==> src/rtl/hub75_bcm_scanner.sv <==
// HUB75 scan engine: fetches a pair of half-panel rows, shifts one BCM bit-plane out,
// latches it and lights the row for BASE_T<<plane cycles, plane by plane, row by row.
module hub75_bcm_scanner #(
    parameter int COLS   = 64,
    parameter int ADDR_W = 4,
    parameter int BPC    = 4,
    parameter int BASE_T = 8
) (
    input  logic                             clock,
    input  logic                             reset,
    input  logic                             enable,
    output logic                             pix_rd,
    output logic [ADDR_W+$clog2(COLS)-1:0]   pix_addr,
    input  logic [6*BPC-1:0]                 pix_data,
    output logic                             r1,
    output logic                             g1,
    output logic                             b1,
    output logic                             r2,
    output logic                             g2,
    output logic                             b2,
    output logic                             clk,
    output logic                             latch,
    output logic                             oe,
    output logic [ADDR_W-1:0]                row_addr,
    output logic                             busy,
    output logic                             frame_done
);

    localparam int CW  = $clog2(COLS);
    localparam int PW  = (BPC > 1) ? $clog2(BPC) : 1;
    localparam int DW  = $clog2(BASE_T + 1) + BPC;
    localparam int PAW = ADDR_W + CW;

    localparam logic [2:0] S_IDLE     = 3'd0;
    localparam logic [2:0] S_PREFETCH = 3'd1;
    localparam logic [2:0] S_SHIFT    = 3'd2;
    localparam logic [2:0] S_BLANK    = 3'd3;
    localparam logic [2:0] S_LATCH    = 3'd4;
    localparam logic [2:0] S_DISPLAY  = 3'd5;

    logic [2:0]        state_q, state_d;
    logic [ADDR_W-1:0] row_q, row_d;
    logic [PW-1:0]     plane_q, plane_d;
    logic [CW-1:0]     col_q, col_d;
    logic              phase_q, phase_d;
    logic [DW-1:0]     dcnt_q, dcnt_d;
    logic              wrap;

    logic              pix_rd_q, pix_rd_d;
    logic [PAW-1:0]    pix_addr_q, pix_addr_d;
    logic [5:0]        colour_q, colour_d;
    logic [5:0]        plane_bits;
    logic              clk_q, clk_d;
    logic              latch_q, latch_d;
    logic              oe_q, oe_d;
    logic [ADDR_W-1:0] row_addr_q, row_addr_d;
    logic              busy_q, busy_d;
    logic              frame_done_q, frame_done_d;

    // Channel gi of pix_data is {b1,g1,r1,b2,g2,r2}[gi] counted from the LSB end.
    for (genvar gi = 0; gi < 6; gi++) begin : g_chan
        logic [BPC-1:0] chan_word;
        assign chan_word      = pix_data[gi*BPC +: BPC];
        assign plane_bits[gi] = chan_word[plane_q];
    end

    always_comb begin
        state_d = state_q;
        row_d   = row_q;
        plane_d = plane_q;
        col_d   = col_q;
        phase_d = phase_q;
        dcnt_d  = dcnt_q;
        wrap    = 1'b0;

        case (state_q)
            S_IDLE: begin
                if (enable) begin
                    state_d = S_PREFETCH;
                    phase_d = 1'b0;
                end
            end
            S_PREFETCH: begin
                if (!phase_q) begin
                    phase_d = 1'b1;
                end else begin
                    state_d = S_SHIFT;
                    phase_d = 1'b0;
                    col_d   = '0;
                end
            end
            S_SHIFT: begin
                if (!phase_q) begin
                    phase_d = 1'b1;
                end else if (col_q == CW'(COLS - 1)) begin
                    state_d = S_BLANK;
                    phase_d = 1'b0;
                end else begin
                    col_d   = col_q + CW'(1);
                    phase_d = 1'b0;
                end
            end
            S_BLANK: begin
                state_d = S_LATCH;
            end
            S_LATCH: begin
                state_d = S_DISPLAY;
                dcnt_d  = (DW'(BASE_T) << plane_q) - DW'(1);
            end
            S_DISPLAY: begin
                if (dcnt_q != '0) begin
                    dcnt_d = dcnt_q - DW'(1);
                end else begin
                    if (plane_q == PW'(BPC - 1)) begin
                        plane_d = '0;
                        row_d   = row_q + ADDR_W'(1);
                        wrap    = (row_q == {ADDR_W{1'b1}});
                    end else begin
                        plane_d = plane_q + PW'(1);
                    end
                    // enable is only honoured here, at the plane boundary
                    if (enable) begin
                        state_d = S_PREFETCH;
                        phase_d = 1'b0;
                    end else begin
                        state_d = S_IDLE;
                        row_d   = '0;
                        plane_d = '0;
                    end
                end
            end
            default: begin
                state_d = S_IDLE;
                row_d   = '0;
                plane_d = '0;
                phase_d = 1'b0;
            end
        endcase
    end

    // Pin outputs are registered: each is decoded from the state about to be entered.
    always_comb begin
        pix_rd_d = ((state_d == S_PREFETCH) && !phase_d) ||
                   ((state_d == S_SHIFT) && !phase_d && (col_d != CW'(COLS - 1)));

        pix_addr_d = pix_addr_q;
        if (state_d == S_PREFETCH && !phase_d) begin
            pix_addr_d = {row_d, {CW{1'b0}}};
        end else if (pix_rd_d) begin
            pix_addr_d = {row_d, col_d + CW'(1)};
        end

        colour_d = '0;
        if (state_d == S_SHIFT) begin
            colour_d = phase_d ? colour_q : plane_bits;
        end

        clk_d        = (state_d == S_SHIFT) && phase_d;
        latch_d      = (state_d == S_LATCH);
        oe_d         = (state_d != S_DISPLAY);
        row_addr_d   = (state_d == S_BLANK) ? row_q : row_addr_q;
        busy_d       = (state_d != S_IDLE);
        frame_done_d = wrap;
    end

    always_ff @(posedge clock) begin
        if (reset) begin
            state_q      <= S_IDLE;
            row_q        <= '0;
            plane_q      <= '0;
            col_q        <= '0;
            phase_q      <= 1'b0;
            dcnt_q       <= '0;
            pix_rd_q     <= 1'b0;
            pix_addr_q   <= '0;
            colour_q     <= '0;
            clk_q        <= 1'b0;
            latch_q      <= 1'b0;
            oe_q         <= 1'b1;
            row_addr_q   <= '0;
            busy_q       <= 1'b0;
            frame_done_q <= 1'b0;
        end else begin
            state_q      <= state_d;
            row_q        <= row_d;
            plane_q      <= plane_d;
            col_q        <= col_d;
            phase_q      <= phase_d;
            dcnt_q       <= dcnt_d;
            pix_rd_q     <= pix_rd_d;
            pix_addr_q   <= pix_addr_d;
            colour_q     <= colour_d;
            clk_q        <= clk_d;
            latch_q      <= latch_d;
            oe_q         <= oe_d;
            row_addr_q   <= row_addr_d;
            busy_q       <= busy_d;
            frame_done_q <= frame_done_d;
        end
    end

    assign pix_rd                   = pix_rd_q;
    assign pix_addr                 = pix_addr_q;
    assign {r2, g2, b2, r1, g1, b1} = colour_q;
    assign clk                      = clk_q;
    assign latch                    = latch_q;
    assign oe                       = oe_q;
    assign row_addr                 = row_addr_q;
    assign busy                     = busy_q;
    assign frame_done               = frame_done_q;

endmodule

==> config.mk <==
export PLATFORM = sky130hd
export DESIGN_NAME = hub75_bcm_scanner
export DESIGN_NICKNAME = d
export VERILOG_FILES = /design/src/rtl/hub75_bcm_scanner.sv
export SDC_FILE = /design/constraint.sdc
export NUM_CORES = 1
export LEC_CHECK = 0
export CAP_MARGIN = 10
export CORE_MARGIN = 2
export CORE_UTILIZATION = 39
export DETAILED_ROUTE_END_ITERATION = 8
export PLACE_DENSITY_LB_ADDON = 0.08
export SETUP_SLACK_MARGIN = 0.2
export SLEW_MARGIN = 10
export SYNTH_ARGS = -nofsm -noshare
export SYNTH_HDL_FRONTEND = slang
export SYNTH_SLANG_ARGS = --single-unit
==> constraint.sdc <==
create_clock -name clock -period 2.6 [get_ports clock]
set_clock_uncertainty 0.05 [all_clocks]
set_input_delay 0.39 -clock clock [delete_from_list [all_inputs] [get_ports clock]]
set_output_delay 0.39 -clock clock [all_outputs]
set_load 0.05 [all_outputs]
[Yosys cells after proc, flatten, opt, wreduce, memory -nomap -nowiden]
Index checks and enable logic that the tools add are counted.
Operators by class
  add/sub/neg operators: 6
  order comparisons: 1
  equality and inequality tests: 16
  shift operators: 1
  multiplexer cells: 39
  bitwise logic cells: 4
  reduce and logical (&&, ||, !) cells: 19
Operator list (count)
  $mux W10: 2
  $mux W6: 3
  $pmux W3 S6: 1
  $pmux W8 S2: 1
  $mux W3: 5
  $add A6 B1 Y6 const B: 2
  $bmux W1 S2: 6
  $eq A3 B2 Y1 const B: 4
  $mux W4: 3
  $pmux W6 S2: 1
  $mux W1: 10
  $eq A3 B3 Y1 const B: 3
  $mux W8: 1
  $pmux W4 S2: 1
  $reduce_bool A8 Y1: 1
  $reduce_or A2 Y1: 4
  $shl A4 B2 Y8 const A: 1
  $sub A8 B1 Y8 const B: 1
  $sub A8 B2 Y8 const B: 1
  $eq A3 B1 Y1 const B: 2
  $eq A6 B6 Y1 const B: 1
  $mux W2: 3
  $ne A6 B6 Y1 const B: 1
  $reduce_or A5 Y1: 1
  18 further kinds: 27
Storage, ports and cells
  register bits: 50
  output and inout bits: 26

[Depth between registers and ports, before layout]
Gate-level depths: netlist (run 1).
  word-level depth: 10
  gate-level depth with buffers: 12
  gate-level depth less buffers: 11

[Least setup slack after synthesis (run 1)]
Ideal clock, no wire load.
  path type: register to register
  from: reg col_q[0]
  to: reg pix_addr_q[6] (netlist: pix_addr[6])
  setup time: 0.121 ns
  data arrival time: 2.651 ns
  required time: 2.429 ns
  slack: -0.222 ns
  cell stages (with the launch flop): 13
  path buffers: 1
  period minus slack after synthesis: 2.822 ns
  cell sequence: dfxtp_1 ha_1 buf_2 inv_1 o21ai_0 nand3_1 and3_1 inv_1 ha_1 nand2_2 o41ai_4 nand2_4 mux2_4
RTL lines
  start: declaration: RTL line 44  | logic [CW-1:0] col_q, col_d;
  start signal: assignment: RTL line 187  | col_q <= col_d;
  $add A6 B1 Y6 or $eq A6 B6 Y1 (tied branches): RTL line 99, 95
  $mux W6 (*): RTL line 95  | end else if (col_q == CW'(COLS - 1)) begin
  $mux W6 (*): RTL line 93  | if (!phase_q) begin
  $pmux W6 S2 (*): RTL line 76  | case (state_q)
  net col_d[1]: RTL line 44
  $ne A6 B6 Y1 (*): RTL line 144  | ((state_d == S_SHIFT) && !phase_d && (col_d != CW'(COLS - 1)));
  $logic_and A1 B1 Y1 (*): RTL line 144
  $logic_or A1 B1 Y1 (*): RTL line 143  | pix_rd_d = ((state_d == S_PREFETCH) && !phase_d) ||
  $reduce_bool A2 Y1 (no source line) (*)
  end signal: assignment: RTL line 191  | pix_addr_q <= pix_addr_d;
  end: declaration: RTL line 50  | logic [PAW-1:0] pix_addr_q, pix_addr_d;
The timed path passes the listed nets; every way through them passes the cells marked *.
A chain may end at the register's enable or synchronous reset.

[Worst setup path in the final report (run 1)]
  from: reg state_q[0]
  to: reg pix_addr_q[9] (netlist: pix_addr[9])
RTL lines
  start: declaration: RTL line 41  | logic [2:0] state_q, state_d;
  start signal: assignment: RTL line 184  | state_q <= state_d;
  $eq A3 B2 Y1 or $eq A3 B1 Y1 (tied branches): RTL line 76
  $pmux W6 S2 (*): RTL line 76
  net col_d[1]: RTL line 44
  $ne A6 B6 Y1 (*): RTL line 144
  $logic_and A1 B1 Y1 (*): RTL line 144
  $logic_or A1 B1 Y1 (*): RTL line 143
  $reduce_bool A2 Y1 (no source line) (*)
The timed path passes the listed nets; every way through them passes the cells marked *. The select of a mux whose other input is x is not followed.

==> impl_metrics.yaml, run 1 <==
logic_synthesis:
  synth_fp_nets: 355
  synth_commonest_cells: "dfxtp_1 (50), nor2_1 (47), nand2_1 (25)"
  synth_seq_cells: 50
  yosysTopAreaCell: "dfxtp_1"
  seq_area_frac_synth_pct: 35.4
  synth_cell_types: 63
  synth_top_area_share_pct: 35.4
  synth_warnings: 0
  synthCells: 319
  yosys_most_used_dff: "dfxtp_1"
  syn-cell-area_um2: 2830
  synth_most_common_cell: "dfxtp_1"
  synth_edf_count: 0
  syn_area_per_cell_um2: 8.86
  async_flop_share_pct: 0
  synthTopCellsByArea: "dfxtp_1 (35%), nor2_1 (6.2%), mux2i_1 (5.3%), mux4_2 (4.8%), ha_1 (4.0%)"
power:
  p_leak_nw: 1.50
  power_frac_seq_pct: 41.1
  pwr-share-comb_pct: 35.9
  p_int_w: 0.00131
  swShare_pct: 33.8
  pwr_density_cell_nw_per_um2: 509
  vdd_ir_drop_max_uv: 264
  p_clk_share_pct: 23.0
  p_sw_w: 0.000672
setup_path:
  critPathMaxFanout: 5
  cp-start-kind: "flip-flop"
  cp_data_arrival_time_ns: 2.51
  required_ns: 2.75
  worstSetupEndpointType: "flip-flop"
  crit_type: "reg2reg"
clock_network:
  clock_latency_ns: 0.31
  numCtsBuffers: 5
  path_clk_slew_ns: 0.10
  clockBufferDepth: 2
  cts-htree-levels: 2
  cts_tree: "done"
  clock-sinks: 50
  cts-root-buf: "clkbuf_8"
die:
  die-area_um2: 7950
  num_rows: 31
  die_w_um: 89.2
  core-area_um2: 7140
  start_util_pct: 39.6
  io_pins: 53
  die_h_um: 89.2
cells_and_area:
  area_growth_pct: 38.1
  multi_input_comb_area_um2: 1800
  finalNetCount: 434
  regArea_um2: 1030
  n_fill_cell: 704
  finalNonFillerCells: 498
  drive_gt1_share_pct: 24.1
  diodes: 0
timing:
  max_slew_margin_pct: 61.1
  min_period_over_period_pct: 90.6
  fin_setup_tns_ns: 0
  hold_violations: 0
  setup_viol: 0
  achievable-frequency_mhz: 425
  period_needed_ns: 2.35
  rsz0062_at_grt: "yes"
  tightest_slew_ns: 0.582
  slew_violations: 0
job:
  cap_viol_max_count: 0
grt:
  antenna_found_initial: 0
  overflow: 0
  grt_first_pass_wirelength_mm: 11.8
  grt_max_degree: 18
  track_usage_pct: 18.7
  grt_pass1_vias: 2495
routing:
  wire_per_inst_um: 14.1
  drc: 0
  routed_wl_mm: 7.04
  antenna_left: 0
  drt_iter0_drc: 121
  dr.pass1.iters: 6
  vias: 2576
  drt-vias-per-instance: 5.17
place:
  globalplace.congestion: 0.875
  portBuffers: 52
  dp_hpwl_mm: 5.12
  place_inst: 476
outcome:
  status: "completed"
worst_hold_path:
  min-delay-path-class: "reg2reg"
==> flip-flops by register name, indices dropped and copies added, names as in the netlist <==
signal      count
col_q           6
plane_q         2
state_q         3
oe              1
phase_q         1
pix_addr       10
pix_rd          1
busy            1
frame_done      1
row_q           4
clk             1
row_addr        4
dcnt_q          8
latch           1
colour_q        6
==> stage by stage <==
| step | utilization [%] | hold WS, ns | power [W] | worst slack [ns] | instance area [um2] |
|---|---|---|---|---|---|
| floorplan | - | 0.392 | 0.00128 | 0.0877 | 2890 |
| global placement | 50.6 | 0.418 | 0.00149 | 0.0710 | 3610 |
| detailed placement | 50.6 | 0.415 | 0.00149 | 0.0995 | 3610 |
| CTS | 53.4 | 0.430 | 0.00198 | 0.198 | 3810 |
| global route | 54.7 | 0.446 | 0.00209 | 0.124 | 3900 |
| finish | 54.7 | 0.423 | 0.00199 | 0.246 | 3900 |
==> final cells by class <==
class / instances / share of cell area [%]
timing repair buffer: 89 / 20.6
sequential: 50 / 26.4
clock buffer: 6 / 1.86
clock inverter: 2 / 0.353
inverter: 13 / 1.31
multi-input combinational: 239 / 46.2
tap: 99 / 3.17
==> cells in the final DEF (no fill, tap or decap), types with 3 or more instances in the layout <==
cell and instances:
nand2_1 24, mux2_4 4, nand2b_1 3, nand4_1 5, xnor2_1 3, dfxtp_4 8
mux4_2 6, nor2b_1 8, o21ai_0 10, nor3_1 11, a211oi_1 5, inv_1 10
clkbuf_8 5, a21oi_1 18, a21o_1 3, ha_1 7, mux2i_1 15, nand3_1 8
buf_4 35, dfxtp_1 41, and3_1 3, nor2_1 46, clkdlybuf4s50_1 52
==> power by group through the flow <==
stage / registers (W) / clock network [W] / logic (W)
final: 0.000817 / 0.000457 / 0.000712
after global routing: 0.000824 / 0.000496 / 0.000771
after CTS: 0.000821 / 0.000474 / 0.000684
after detailed placement: 0.000844 / 0 / 0.000647
after global placement: 0.000843 / 0 / 0.000649
after floorplan: 0.000900 / 0 / 0.000384
==> routing by layer <==
metal  track usage (%)  up-vias  part of all wire (%)
met4              5.97        0                   1.4
met3              2.59       10                   3.4
met2              29.2       52                    47
met5                 0        -                     0
li1                  -     1299                     -
met1              26.8     1215                    48
==> what timing repair did <==
action                                  4_1_cts  5_1_grt
endpoints found under the setup margin       10       17
pin swaps                                     7       11
endpoints found under the hold margin         0        0
setup buffers                                11        3
resized for setup                            14       14
gates cloned                                  0        0
hold buffers                                  0        0
==> cells by family after synthesis <==
| kind of cell | count (synthesis) | synth area share [%] |
|---|---|---|
| AO/OA/AOI/OAI | 66 | 17.4 |
| flip-flops | 50 | 35.4 |
| XOR/XNOR | 5 | 1.55 |
| buffers and inverters | 30 | 4.82 |
| multiplexers | 26 | 12.6 |
| AND/OR/NAND/NOR | 133 | 24.2 |
| adder cells (fa/ha/maj) | 9 | 3.98 |
==> critical path, cell delays in order (launching register included) <==
cell and delay, ns:
dfxtp_4 0.37, nor3b_4 0.35, o2111ai_2 0.20, and3_4 0.22, inv_4 0.05, ha_4 0.14
nand2_4 0.05, o41ai_4 0.38, nand2_4 0.13, mux2_4 0.32
==> path summary, 6_finish.rpt <==
path | from | endpoint | slack, ns | cells after the start
worst min-delay path | pix_addr[5] | pix_addr[5] | 0.42 | 2
worst min register to register | pix_addr[5] | pix_addr[5] | 0.42 | 2
worst max-delay path | state_q[0] | pix_addr[9] | 0.25 | 9
worst max register to register | state_q[0] | pix_addr[9] | 0.25 | 9
No activity file was read; power rests on OpenSTA's default activity.
==> inputs of run 2 (changes only) <==
Settings changed: DONT_BUFFER_PORTS set to 1.
==> run 2 against run 1 <==
Effect of this change: design area decreased by 13%; largest power group unchanged; global-route usage decreased by 1.3 points; utilization decreased by 7.3 points; highest routed layer unchanged; hold slack got worse by 0.32 ns; routed wire length decreased by 4.0%; register-to-register slack got worse by 0.08 ns.
==> impl_metrics.yaml, run 2 (synthesis gave the netlist of run 1 again) <==
place:
  dp_hpwl_mm: 4.71
  place_inst: 422
  globalplace.congestion: 0.885
  portBuffers: 0
routing:
  vias: 2361
  antenna_left: 0
  drc: 0
  dr.pass1.iters: 4
  wire_per_inst_um: 15.3
  routed_wl_mm: 6.75
  drt-vias-per-instance: 5.37
  drt_iter0_drc: 151
worst_hold_path:
  min-delay-path-class: "in2reg"
  hp-start: "reset"
clock_network:
  cts-htree-levels: 2
  clock-sinks: 50
  cts-root-buf: "clkbuf_8"
  cts_tree: "done"
  clock_latency_ns: 0.30
  clockBufferDepth: 2
  numCtsBuffers: 5
  path_clk_slew_ns: 0.09
cells_and_area:
  diodes: 0
  drive_gt1_share_pct: 27.3
  n_fill_cell: 728
  finalNetCount: 376
  regArea_um2: 1030
  finalNonFillerCells: 440
  area_growth_pct: 19.5
  final_common_cell: "nor2_1"
  multi_input_comb_area_um2: 1820
  largest_reg_flops: 10
  final_cell_mix: "nor2_1 (46), dfxtp_1 (40), buf_4 (29)"
grt:
  track_usage_pct: 17.5
  grt_max_degree: 38
  antenna_found_initial: 0
  overflow: 0
  grt_pass1_vias: 2225
  grt_first_pass_wirelength_mm: 11.0
setup_path:
  crit_type: "reg2reg"
  worstSetupEndpointType: "flip-flop"
  r2r-start: "col_q[0]"
  cp-start-kind: "flip-flop"
  cp-startpoint: "col_q[0]"
  cpPeakStageDelay_ns: 0.38
  crit_slowest_cell: "dfxtp_4"
  crit_path_end: "pix_addr[5]"
  reg2reg_depth: 9
  rrSetupSlack_ns: 0.17
  cp_data_arrival_time_ns: 2.59
  path_cells: "ha_4 > buf_12 > nand3_1 > o21ai_2 > a21o_1 > a311oi_2 > nor3b_2 > mux2_1 > a221oi_1"
  required_ns: 2.75
  r2r_end: "pix_addr[5]"
  critPathMaxFanout: 6
power:
  vdd_ir_drop_max_uv: 216
  p_leak_nw: 1.29
  pwr-share-comb_pct: 28.2
  pwr_density_cell_nw_per_um2: 588
  swShare_pct: 32.2
  power_frac_seq_pct: 44.5
  p_int_w: 0.00135
  total_power_w: 0.00199
  p_clk_share_pct: 27.2
  p_sw_w: 0.000639
timing:
  hold_violations: 0
  setup_viol: 0
  fin_setup_tns_ns: 0
  min_period_over_period_pct: 93.5
  max_slew_margin_pct: 64.8
  hold_ws_ns: 0.101
  tightest_slew_ns: 0.528
  rsz0062_at_grt: "yes"
  period_needed_ns: 2.43
  achievable-frequency_mhz: 411
  slew_violations: 0
job:
  cap_viol_max_count: 0
die:
  num_rows: 31
  die_h_um: 89.2
  die_w_um: 89.2
  core-area_um2: 7140
  io_pins: 53
  start_util_pct: 39.6
  die-area_um2: 7950
outcome:
  status: "completed"
[run 2: cell types whose count changed in the layout (fill, tap and decap cells not counted), sizes merged]
cell	delta
bufinv	+1
buf	-6
clkinv	-2
clkdlybuf4s50	-52
clkbuf	+1
[run 2: area by class of cell]
type	instances	area share [%]
Multi-Input combinational cell	239	53.9
Clock inverter	1	0.889
Timing Repair Buffer	31	7.37
Clock buffer	7	2.26
Sequential cell	50	30.5
Inverter	13	1.44
Tap cell	99	3.67
[run 2: repair_timing]
action | 4_1_cts | 5_1_grt
setup buffers | 1 | 9
gates resized for setup | 7 | 22
pin swaps | 0 | 13
hold buffers | 0 | 0
setup endpoints to repair | 11 | 17
cloned | 0 | 0
[run 2: power groups by stage]
stage               logic, W  clock network, W  registers (W)
floorplan           0.000384                 0       0.000900
finish              0.000561          0.000542       0.000885
detailed placement  0.000510                 0       0.000905
global placement    0.000514                 0       0.000906
CTS                 0.000522          0.000560       0.000887
global route        0.000615          0.000590       0.000892
[run 2: worst min-delay path by stage]
stage	slack (ns)	cells past startpoint	endpoint
3_5_place_dp	0.41	1	col_q[1]
2_1_floorplan	0.39	2	frame_done
4_1_cts	0.08	1	col_q[3]
5_1_grt	0.08	1	col_q[3]
6_report	0.10	1	col_q[1]
3_3_place_gp	0.41	1	col_q[0]
[run 2: through the flow]
stage / utilization (%) / instance area (um2) / setup WS, ns
floorplan: - / 2890 / 0.0877
global placement: 43.1 / 3070 / 0.132
detailed placement: 43.1 / 3070 / 0.102
CTS: 45.0 / 3210 / 0.189
global route: 47.4 / 3380 / 0.0751
finish: 47.4 / 3380 / 0.168
[run 2: critical path, delay by kind of cell (launching register included)]
| kind | cells | cell delay [ns] |
|---|---|---|
| AO/OA/AOI/OAI | 4 | 0.92 |
| flip-flops | 1 | 0.38 |
| AND/OR/NAND/NOR | 2 | 0.34 |
| multiplexers | 1 | 0.33 |
| adder cells (fa/ha/maj) | 1 | 0.18 |
| buffers and inverters | 1 | 0.13 |
[run 2: routing by layer]
metal / wire (um) / track usage [%]
met1: 3270 / 24.8
met2: 3210 / 27.6
met3: 202 / 2.95
met5: 0 / 0
met4: 74 / 4.34
